`config.mk`:
```
export PLATFORM = sky130hd
export DESIGN_NAME = bus_xfer_ctrl
export DESIGN_NICKNAME = d
export VERILOG_FILES = /design/src/rtl/bus_ctrl_pkg.sv /design/src/rtl/rr_arb2.sv /design/src/rtl/bus_xfer_ctrl.sv
export SDC_FILE = /design/constraint.sdc
export NUM_CORES = 1
export LEC_CHECK = 0
export ABC_AREA = 0
export CORE_MARGIN = 5
export CORE_UTILIZATION = 35
export DETAILED_ROUTE_END_ITERATION = 12
export PLACE_DENSITY = 0.57
export SYNTH_ARGS = -nofsm -noshare
export SYNTH_HDL_FRONTEND = slang
export SYNTH_HIERARCHICAL = 1
export SYNTH_SLANG_ARGS = --single-unit
```
`constraint.sdc`:
```
create_clock -name clk -period 5.3 [get_ports clk]
set_clock_uncertainty 0.05 [all_clocks]
set_input_delay 0.53 -clock clk [delete_from_list [all_inputs] [get_ports clk]]
set_output_delay 0.53 -clock clk [all_outputs]
set_load 0.05 [all_outputs]
```
`src/rtl/bus_ctrl_pkg.sv`:
```
// rtl/bus_ctrl_pkg.sv - shared types, defaults and index decode for the bus transfer controller
package bus_ctrl_pkg;

    localparam int DEF_N_REGS = 8;
    localparam int DEF_IDX_W  = 3;

    // Decode width is fixed so one function serves every register count;
    // bits at or above N_REGS flag an out-of-range index.
    localparam int MAX_IDX_W = 5;
    localparam int MAX_REGS  = 32;

    typedef enum logic [1:0] {
        ST_IDLE    = 2'd0,
        ST_DRIVE   = 2'd1,
        ST_LATCH   = 2'd2,
        ST_RELEASE = 2'd3
    } xfer_state_t;

    function automatic logic [MAX_REGS-1:0] idx_onehot(input logic [MAX_IDX_W-1:0] idx);
        logic [MAX_REGS-1:0] v;
        v      = '0;
        v[idx] = 1'b1;
        return v;
    endfunction

endpackage

```
`src/rtl/rr_arb2.sv`:
```
// rtl/rr_arb2.sv - two-way round-robin arbiter with a one-bit priority pointer
module rr_arb2 (
    input  logic       clk,
    input  logic       rst,
    input  logic [1:0] req,
    input  logic       advance,
    output logic       gnt_idx,
    output logic       gnt_valid
);

    logic rr_ptr;

    // Contention goes to the pointer; a lone requester always wins.
    always_comb begin
        gnt_valid = |req;
        if (req == 2'b11) begin
            gnt_idx = rr_ptr;
        end else begin
            gnt_idx = req[1];
        end
    end

    // Priority flips to the other requester after every grant, rejected ones included.
    always_ff @(posedge clk or negedge rst) begin
        if (!rst) begin
            rr_ptr <= 1'b0;
        end else if (advance) begin
            rr_ptr <= ~gnt_idx;
        end
    end

endmodule

```
`src/rtl/bus_xfer_ctrl.sv`:
```
// rtl/bus_xfer_ctrl.sv - sequences break-before-make register moves over the shared tri-state bus
module bus_xfer_ctrl
    import bus_ctrl_pkg::*;
#(
    parameter int N_REGS     = DEF_N_REGS,
    parameter int IDX_W      = DEF_IDX_W,
    parameter int SETTLE_CYC = 1
) (
    input  logic              clk,
    input  logic              rst,
    input  logic [1:0]        req_valid,
    input  logic [IDX_W-1:0]  req0_src,
    input  logic [IDX_W-1:0]  req0_dst,
    input  logic [IDX_W-1:0]  req1_src,
    input  logic [IDX_W-1:0]  req1_dst,
    output logic [1:0]        req_ready,
    output logic [N_REGS-1:0] tri_en,
    output logic [N_REGS-1:0] reg_en,
    output logic              busy,
    output logic              done,
    output logic              done_id,
    output logic              err
);

    xfer_state_t         state;
    logic [1:0]          settle_cnt;
    logic [N_REGS-1:0]   dst_oh_q;
    logic                owner_q;

    logic                gnt_idx;
    logic                gnt_valid;
    logic                grant_take;
    logic [IDX_W-1:0]    sel_src;
    logic [IDX_W-1:0]    sel_dst;
    logic [MAX_REGS-1:0] src_full;
    logic [MAX_REGS-1:0] dst_full;
    logic                reject;

    assign grant_take = (state == ST_IDLE) && gnt_valid;

    rr_arb2 u_arb (
        .clk       (clk),
        .rst       (rst),
        .req       (req_valid),
        .advance   (grant_take),
        .gnt_idx   (gnt_idx),
        .gnt_valid (gnt_valid)
    );

    // Select the granted move and decode it; high decode bits mark an out-of-range index.
    always_comb begin
        sel_src  = gnt_idx ? req1_src : req0_src;
        sel_dst  = gnt_idx ? req1_dst : req0_dst;
        src_full = idx_onehot(MAX_IDX_W'(sel_src));
        dst_full = idx_onehot(MAX_IDX_W'(sel_dst));
        reject   = (sel_src == sel_dst)
                 || (|src_full[MAX_REGS-1:N_REGS])
                 || (|dst_full[MAX_REGS-1:N_REGS]);
    end

    // Transfer FSM: every output is a register so nothing on the bus follows inputs combinationally.
    always_ff @(posedge clk or negedge rst) begin
        if (!rst) begin
            state      <= ST_IDLE;
            settle_cnt <= '0;
            dst_oh_q   <= '0;
            owner_q    <= 1'b0;
            req_ready  <= '0;
            tri_en     <= '0;
            reg_en     <= '0;
            busy       <= 1'b0;
            done       <= 1'b0;
            done_id    <= 1'b0;
            err        <= 1'b0;
        end else begin
            req_ready <= '0;
            done      <= 1'b0;
            err       <= 1'b0;
            case (state)
                ST_IDLE: begin
                    if (gnt_valid) begin
                        req_ready <= gnt_idx ? 2'b10 : 2'b01;
                        owner_q   <= gnt_idx;
                        if (reject) begin
                            err     <= 1'b1;
                            done_id <= gnt_idx;
                        end else begin
                            tri_en     <= src_full[N_REGS-1:0];
                            dst_oh_q   <= dst_full[N_REGS-1:0];
                            settle_cnt <= '0;
                            busy       <= 1'b1;
                            state      <= ST_DRIVE;
                        end
                    end
                end
                ST_DRIVE: begin
                    if (int'(settle_cnt) >= SETTLE_CYC - 1) begin
                        reg_en <= dst_oh_q;
                        state  <= ST_LATCH;
                    end else begin
                        settle_cnt <= settle_cnt + 2'd1;
                    end
                end
                ST_LATCH: begin
                    tri_en <= '0;
                    reg_en <= '0;
                    state  <= ST_RELEASE;
                end
                ST_RELEASE: begin
                    busy    <= 1'b0;
                    done    <= 1'b1;
                    done_id <= owner_q;
                    state   <= ST_IDLE;
                end
                default: begin
                    state <= ST_IDLE;
                end
            endcase
        end
    end

endmodule

```
After elaboration in Yosys (flattened, before gate mapping)

Cells that the tools add are included.

$lt $le $gt $ge: 4
Equal/unequal tests: 8
Multiplexer cells: 27
Bitwise gates (word level): 2
Reduce and logical (&&, ||, !) cells: 14

Operators by type and width:

| kind               | count |
|---|---|
| $pmux 8 s2         | 2 |
| $mux 8             | 2 |
| $lt 3x6->1 const B | 2 |
| $reduce_and 3->1   | 4 |
| $mux 1             | 11 |
| $mux 2             | 5 |
| $pmux 2 s4         | 1 |
| $demux 1 s3        | 2 |
| $eq 2x2->1 const B | 3 |
| $ge 3x1->1 const B | 2 |
| $mux 3             | 2 |
| $reduce_bool 2->1  | 3 |
| $ne 2x2->1 const B | 2 |
| $pmux 1 s2         | 2 |
| $reduce_and 2->1   | 2 |
| $eq 3x3->1         | 1 |
| $logic_and 1x1->1  | 3 |
| $eq 2x1->1 const B | 1 |
| $logic_not 2->1    | 1 |
| $ne 2x1->1 const B | 1 |
| $not 1->1          | 2 |
| $reduce_or 2->1    | 1 |

Register bits after elaboration: 34
Input bits: 16
Output and inout bits: 22
Word-level logic and storage cells: 66

Logic depth before layout (Yosys ltp)

Gate-level depths: netlist of the first run.

Depth in word-level cells: 10
Gate-level depth with buffers: 8
Mapped depth without buffers: 6

Modules after synthesis

Netlist of the first run, hierarchy kept.

By module, submodules not included:

| module        | times used | cells an instance | area each (um^2) | seq. area each (um^2) |
|---|---|---|---|---|
| bus_xfer_ctrl | 1          | 169               | 1739.2           | 825.8 |
| rr_arb2       | 1          | 6                 | 62.6             | 25.0 |

Worst setup path before layout of the first run

No wires, ideal clock.

Path kind: input-to-reg
From: input port req_valid[0]
To: register dst_oh_q[5]
Library setup time: 127 ps
Arrival: 1995 ps
Required time: 5123 ps
Setup slack: 3128 ps
Cell stages on the path: 7
Buffers on the path: 2
Path through: nand2b_4 > and2_2 > or4_4 > buf_6 > nand3_4 > buf_8 > mux2_1

Cells in the longest elaborated chain, start to end: 7

Ends and longest elaborated chain:

| what                                                           | RTL line            | source |
|---|---|---|
| start, declared                                                | bus_xfer_ctrl.sv:11 | `input logic [1:0] req_valid,` |
| $eq 2x2->1 (*)                                                 | rr_arb2.sv:16       | `if (req == 2'b11) begin` |
| $mux 1 (*)                                                     | rr_arb2.sv:16       |  |
| via gnt_idx                                                    | bus_xfer_ctrl.sv:30 | `logic gnt_idx;` |
| $mux 3                                                         | bus_xfer_ctrl.sv:53 | `sel_dst = gnt_idx ? req1_dst : req0_dst;` |
| $lt 3x6->1 (not written as such) or $ge 3x1->1 (tied branches) | bus_ctrl_pkg.sv:22  | `v[idx] = 1'b1;` |
| $logic_and 1x1->1 (not written as such)                        | bus_ctrl_pkg.sv:22  |  |
| $mux 1 (not written as such)                                   | bus_ctrl_pkg.sv:22  |  |
| $demux 1 s3                                                    | bus_ctrl_pkg.sv:22  |  |
| end signal, assigned                                           | bus_xfer_ctrl.sv:89 | `dst_oh_q <= dst_full[N_REGS-1:0];` |
| end, declared                                                  | bus_xfer_ctrl.sv:27 | `logic [N_REGS-1:0] dst_oh_q;` |

The timed path passes the listed nets; every way through them passes the cells marked *.
A chain may end at the register's enable or synchronous reset.

Final worst setup path of the first run

From: input port req_valid[0]
To: register dst_oh_q[7]

The elaborated chain is that of the path after synthesis.

==> metrics.md, run 1 <==
| Metric | Value |
|---|---|
| Status | `complete, no violations` |
| Relative slew margins | `0.659` |
| Yosys cell types | `39` |
| Final wirelength | `3620 um` |
| Fmax | `0.390 GHz` |
| Util after Layout | `0.468` |
| Vias after detailed routing | `1,329` |
| Period utilisation layout | `0.483` |
| CTS Buffer Depth | `2` |
| Post-synthesis sequential area ratio | `0.472` |
| Commonest non-fill, non-tap cell in the layout | `clkdlybuf4s50_1` |
| Max-cap violations | `0` |
| Worst-path maximum fanout | `20` |
| Hold worst-path end | `dst_oh_q[3]$_DFFE_PN0P_` |
| # setup viols final | `0` |
| Multi-input gate area | `842 um2` |
| Rows | `26` |
| Hold path startpoint | `dst_oh_q[3]$_DFFE_PN0P_` |
| GP Congestion | `0.747` |
| Most frequent cells in the layout | `clkdlybuf4s50_1 (37), dfrtp_1 (34), nand2_1 (21)` |
| Core Area | `5040 um2` |
| Postcts setup bufs | `0` |
| Global-route wire length before repair | `6120 um` |
| Pre-Repair DR Iteration Count | `4` |
| Die area | `6680 um2` |
| Synth Cell Area | `1800 um2` |
| I/O pin count | `38` |
| Synthesis-stage register bit count | `34` |
| Max-slew violation count | `0` |
| Starting DRT DRC Count | `60` |
| Worst-Margin Slew | `0.511 ns` |
| Top FF cell, synth | `dfrtp_1` |
| Area growth, synth to finish | `31.0%` |
| IO Port Bufs | `37` |
| Max VDD drop | `0.000253 V` |
| WHS | `0.447 ns` |
| Share of cells above drive strength 1 | `0.0935` |
| Final HPWL DP | `2660 um` |
| Critical path class | `input pin to flip-flop` |
| CTS buffer count | `5` |
| Fill cells | `470` |
| Avg Inst Size Synth | `10.3 um2` |
| Clk pin slew, worst setup/hold paths | `0.08 ns` |
| Type of origin of the critical path | `input pin` |
| Vias/cell | `4.68` |
| WL per Instance | `12.7 um` |
| Vias in the first global route | `1,333` |
| Starting Density | `0.357` |
| FFs w/ async S/R, synth | `1.00` |
| Cell accounting for the most synthesized area | `dfrtp_1` |
| Hold_buf cts | `0` |
| EDFF count, synth | `0` |
| Final min period | `2.56 ns` |
| Chip width | `81.8 um` |
| TritonCTS clock tree | `built` |
| Worst skew pair latency | `0.29 ns` |
| Die Y | `81.8 um` |
| Root buf cell | `clkbuf_8` |
| R2R cell count | `5` |
| Hold Vio Cnt, Final | `0` |
| Cells after synthesis | `175` |
| Flop2flop setup slack | `3.03 ns` |
| Htree depth | `2` |
| Power per cell area | `552 nW/um2` |
| Synthesized netlist net count | `195` |
| Post-synth top area share | `0.472` |
| DRC viols | `0` |
| Nets@finish | `233` |
| Largest net degree at the start of global routing | `35` |
| # resized after CTS | `0` |
| Tightest Hold Check Type | `flip-flop to flip-flop` |
| Synth Warn # | `6` |
| CP required | `5.43 ns` |
| Sinks on Clock Net | `34` |
| Worst Setup End Kind | `flip-flop` |
| RSZ-0062 raised after global routing | `false` |
| CP Data Arrival Time | `2.69 ns` |
| GR Util All Layers | `0.123` |
| LEAKAGE | `1.08 nW` |
| Setup_tns | `0 ns` |
| Reg area | `851 um2` |
| Antenna Nets Post-Route | `0` |
| RR Startpoint | `u_arb/rr_ptr$_DFFE_PN0P_` |
| Reg-to-Reg End | `dst_oh_q[7]$_DFFE_PN0P_` |
| Hold Path Cell Cnt | `1` |
| Overflow after GRT | `0` |
| Area contributors post-synth | `dfrtp_1 (47%), mux2i_1 (6.1%), mux2_1 (5.0%), nand2_1 (4.4%), nand3b_1 (3.8%)` |
| Initial antenna violation count | `0` |
| Number of antenna diodes | `0` |
-- report_power, final --
part	internal, mW	switching (mW)
Combinational	0.232	0.397
Clock	0.188	0.0989
Sequential	0.343	0.0427
Total	0.763	0.538
-- flip-flops by register name, summed over array words and instances (netlist names) --
name / flops
u_arb/rr_ptr: 1
done: 1
req_ready: 2
done_id: 1
err: 1
owner_q: 1
reg_en: 8
dst_oh_q: 8
tri_en: 8
state: 2
busy: 1
-- synthesized netlist by cell type (all sizes together) (2+ instances only) --
master  number
dfrtp       34
nand2       21
inv         17
nor2        15
mux2i       11
mux2        10
nand3b       9
o21ai        8
clkbuf       5
ha           4
o32ai        4
a21oi        3
nand2b       3
nand3        3
xnor2        3
xor2         3
a31o         2
a32oi        2
and3         2
buf          2
nor2b        2
nor4         2
-- cell families after synthesis --
| group | Yosys count | synth area share |
|---|---|---|
| XOR/XNOR | 6 | 0.0292 |
| multiplexers | 21 | 0.126 |
| AO/OA/AOI/OAI | 24 | 0.0958 |
| buffers and inverters | 24 | 0.0604 |
| AND/OR/NAND/NOR | 62 | 0.189 |
| adder cells (fa/ha/maj) | 4 | 0.0278 |
| flip-flops | 34 | 0.472 |
-- worst max-delay path, cell delays in order --
cell and delay, ns:
clkdlybuf4s50_1 0.52, nand2b_4 0.06, and2_2 0.31, or4_4 0.64, nand3_4 0.27, mux2_1 0.36
-- metrics by stage --
| step | setup slack [ns] | cells | instance area [um2] | total power [mW] |
|---|---|---|---|---|
| after floorplan | 3.13 | 175 | 1800 | 0.849 |
| after global placement | 2.45 | 276 | 2220 | 1.02 |
| after detailed placement | 2.42 | 276 | 2220 | 1.03 |
| after CTS | 2.74 | 284 | 2360 | 1.32 |
| after global routing | 2.65 | 284 | 2360 | 1.39 |
| final | 2.74 | 284 | 2360 | 1.30 |
-- layout make-up --
class	count	area share
tap	70	0.0371
clock inverter	3	0.0292
sequential	34	0.361
inverter	17	0.0270
clock buffer	5	0.0292
timing repair buffer	38	0.160
multi-input combinational	117	0.357
-- routing by layer --
metal	part of all wire	track usage
met5	0	0
met4	0.020	0.0648
met3	0.065	0.0362
met2	0.45	0.186
met1	0.47	0.157
-- worst max-delay path by stage --
stage	slack, ns	start	depth (start not counted)	to
final	2.74	req_valid[0]	6	dst_oh_q[7]$_DFFE_PN0P_
after detailed placement	2.42	req_valid[0]	6	dst_oh_q[7]$_DFFE_PN0P_
after global placement	2.45	req_valid[0]	6	dst_oh_q[4]$_DFFE_PN0P_
after floorplan	3.13	req_valid[0]	7	dst_oh_q[5]$_DFFE_PN0P_
after CTS	2.74	req_valid[0]	6	dst_oh_q[7]$_DFFE_PN0P_
after global routing	2.65	req_valid[0]	6	dst_oh_q[2]$_DFFE_PN0P_
Note: power is estimated with default switching activity, not from simulation.
==> run 2, diff against run 1 <==
--- a/config.mk
+++ b/config.mk
@@ -9,7 +9,7 @@
 export CORE_MARGIN = 5
 export CORE_UTILIZATION = 35
 export DETAILED_ROUTE_END_ITERATION = 12
-export PLACE_DENSITY = 0.57
+export PLACE_DENSITY = 0.6
 export SYNTH_ARGS = -nofsm -noshare
 export SYNTH_HDL_FRONTEND = slang
 export SYNTH_HIERARCHICAL = 1
==> constraint.sdc (replaced) <==
create_clock -name clk -period 2.31 [get_ports clk]
set_clock_uncertainty 0.05 [all_clocks]
set_input_delay 0.231 -clock clk [delete_from_list [all_inputs] [get_ports clk]]
set_output_delay 0.231 -clock clk [all_outputs]
set_load 0.05 [all_outputs]
==> metrics.md, run 2 (same netlist as run 1, synthesis figures left out) <==
| Metric | Value |
|---|---|
| Setup WS pre-CTS | `0.00770 ns (was 2.42 ns)` |
| Max-slew violation count | `0 (unchanged)` |
| Nets@finish | `237 (was 233)` |
| Sinks on Clock Net | `34 (unchanged)` |
| # resized after CTS | `0 (unchanged)` |
| CP Data Arrival Time | `2.12 ns (was 2.69 ns)` |
| Worst-Margin Slew | `0.504 ns (was 0.511 ns)` |
| Relative slew margins | `0.663 (was 0.659)` |
| Flop2flop setup slack | `0.32 ns (was 3.03 ns)` |
| Power per cell area | `1180 nW/um2 (was 552 nW/um2)` |
| Worst skew pair latency | `0.28 ns (was 0.29 ns)` |
| CTS Buffer Depth | `2 (unchanged)` |
| Global-route wire length before repair | `6350 um (was 6120 um)` |
| RSZ-0062 raised after global routing | `false (unchanged)` |
| Rows | `26 (unchanged)` |
| Reg area | `851 um2 (unchanged)` |
| Critical path's largest stage delay | `0.57 ns (was 0.64 ns)` |
| Final wirelength | `3710 um (was 3620 um)` |
| Fmax | `0.500 GHz` |
| Starting Density | `0.357 (unchanged)` |
| Clock power share | `0.149 (was 0.221)` |
| Setup_tns | `0 ns (unchanged)` |
| IO Port Bufs | `37 (unchanged)` |
| Most frequent cells in the layout | `clkdlybuf4s50_1 (37), dfrtp_1 (34), nand2_1 (21) (unchanged)` |
| Slowest-stage cell, CP | `or4_4 (unchanged)` |
| Overflow after GRT | `0 (unchanged)` |
| Pre-Repair DR Iteration Count | `4 (unchanged)` |
| Period utilisation layout | `0.866` |
| Switching pwr | `1.22 mW (was 0.538 mW)` |
| Int Power | `1.55 mW (was 0.763 mW)` |
| # setup viols final | `0 (unchanged)` |
| Commonest non-fill, non-tap cell in the layout | `clkdlybuf4s50_1 (unchanged)` |
| Hold Vio Cnt, Final | `0 (unchanged)` |
| Area growth, synth to finish | `30.1% (was 31.0%)` |
| Final worst slack | `0.309 ns (was 2.74 ns)` |
| Vias in the first global route | `1,320 (was 1,333)` |
| Max VDD drop | `0.000471 V (was 0.000253 V)` |
| Clk pin slew, worst setup/hold paths | `0.07 ns (was 0.08 ns)` |
| Sw Share | `0.441 (was 0.414)` |
| Starting DRT DRC Count | `55 (was 60)` |
| Largest net degree at the start of global routing | `35 (unchanged)` |
| Die area | `6680 um2 (unchanged)` |
| DRC viols | `0 (unchanged)` |
| Logic pwr share | `0.533 (was 0.483)` |
| Vias after detailed routing | `1,362 (was 1,329)` |
| Chip width | `81.8 um (unchanged)` |
| Postcts setup bufs | `0 (unchanged)` |
| Share of cells above drive strength 1 | `0.106 (was 0.0935)` |
| Die Y | `81.8 um (unchanged)` |
| Type of origin of the critical path | `input pin (unchanged)` |
| GP Congestion | `0.788 (was 0.747)` |
| Fill cells | `488 (was 470)` |
| Vias/cell | `4.75 (was 4.68)` |
| Worst Setup End Kind | `flip-flop (unchanged)` |
| CP required | `2.43 ns (was 5.43 ns)` |
| Htree depth | `2 (unchanged)` |
| Status | `complete, no violations (unchanged)` |
| CTS buffer count | `5 (unchanged)` |
| LEAKAGE | `1.08 nW (about the same)` |
| Core Area | `5040 um2 (unchanged)` |
| Initial antenna violation count | `0 (unchanged)` |
| Biggest regs | `dst_oh_q x8, reg_en x8, tri_en x8 (unchanged)` |
| I/O pin count | `38 (unchanged)` |
| GR Util All Layers | `0.126 (was 0.123)` |
| Worst-path maximum fanout | `3 (was 20)` |
| Root buf cell | `clkbuf_8 (unchanged)` |
| Reg power frac | `0.318 (was 0.296)` |
| Final min period | `2.00 ns` |
| Tightest Hold Check Type | `input pin to async pin (was flip-flop to flip-flop)` |
| TritonCTS clock tree | `built (unchanged)` |
| Multi-input gate area | `842 um2 (unchanged)` |
| Number of antenna diodes | `0 (unchanged)` |
| Worst-path cell chain | `clkdlybuf4s50_1, nand2b_4, and2_2, or4_4, a31o_4, mux2_4 (was clkdlybuf4s50_1, nand2b_4, and2_2, or4_4, nand3_4, mux2_1)` |
| Hold_buf cts | `0 (unchanged)` |
| Final HPWL DP | `2780 um (was 2660 um)` |
| Critical path class | `input pin to flip-flop (unchanged)` |
| WL per Instance | `12.9 um (was 12.7 um)` |
| Max-cap violations | `0 (unchanged)` |
| Antenna Nets Post-Route | `0 (unchanged)` |
[run 2: changes by cell type in the layout (fill, tap and decap cells not counted), sizes merged]
cell	change
clkinv	+1
buf	+4
bufinv	-2
[run 2: critical path, delay by kind of cell]
family	cells	cell delay [ns]
mux	1	0.29
compound gates	1	0.26
buf+inv	1	0.52
simple gates	3	0.82
[run 2: area by class of cell]
| type | instances | area share |
|---|---|---|
| Sequential cell | 34 | 0.363 |
| Clock buffer | 5 | 0.0294 |
| Clock inverter | 2 | 0.00427 |
| Multi-Input combinational cell | 117 | 0.359 |
| Inverter | 17 | 0.0272 |
| Timing Repair Buffer | 42 | 0.179 |
| Tap cell | 70 | 0.0374 |
[run 2: metal layers]
metal / GRT usage / part of all wire / vias to the layer above
li1: - / - / 679
met5: 0 / 0 / -
met4: 0.0449 / 0.016 / 0
met2: 0.192 / 0.46 / 35
met1: 0.163 / 0.45 / 642
met3: 0.0493 / 0.071 / 6
[run 2: path summary, 6_finish.rpt]
check                                           to  depth (start not counted)                startpoint
setup / recovery              state[1]$_DFFE_PN0P_                          6              req_valid[0]
hold / removal              req_ready[0]$_DFF_PN0_                          2                       rst
setup reg to reg              state[1]$_DFFE_PN0P_                          5  u_arb/rr_ptr$_DFFE_PN0P_
hold reg to reg            dst_oh_q[2]$_DFFE_PN0P_                          1   dst_oh_q[2]$_DFFE_PN0P_
max in group asynchronous    reg_en[4]$_DFFE_PN0P_                          2                       rst
min in group clk           dst_oh_q[2]$_DFFE_PN0P_                          1   dst_oh_q[2]$_DFFE_PN0P_
[run 2: power groups by stage]
stage / Combinational (mW) / Sequential, mW / Clock (mW)
after floorplan: 0.657 / 1.29 / 0
after detailed placement: 1.50 / 0.896 / 0
after CTS: 1.50 / 0.884 / 0.428
final: 1.48 / 0.881 / 0.412
after global placement: 1.48 / 0.891 / 0
after global routing: 1.61 / 0.905 / 0.462
[run 2: per-stage QoR]
stage | instances | instance area [um2] | power, mW | hold slack [ns] | utilization
2_1_floorplan | 175 | 1800 | 1.95 | -0.115 | -
3_3_place_gp | 280 | 2260 | 2.38 | 0.429 | 0.449
3_5_place_dp | 280 | 2260 | 2.39 | 0.433 | 0.449
4_1_cts | 287 | 2340 | 2.81 | 0.317 | 0.465
5_1_grt | 287 | 2340 | 2.97 | 0.356 | 0.465
6_report | 287 | 2340 | 2.77 | 0.303 | 0.465
==> run 3, diff against run 2 <==
--- a/config.mk
+++ b/config.mk
@@ -6,6 +6,7 @@
 export NUM_CORES = 1
 export LEC_CHECK = 0
 export ABC_AREA = 0
+export CAP_MARGIN = 30
 export CORE_MARGIN = 5
 export CORE_UTILIZATION = 35
 export DETAILED_ROUTE_END_ITERATION = 12
==> results of run 3 <==
The final DEF is identical to that of run 2; final timing and power are the same.
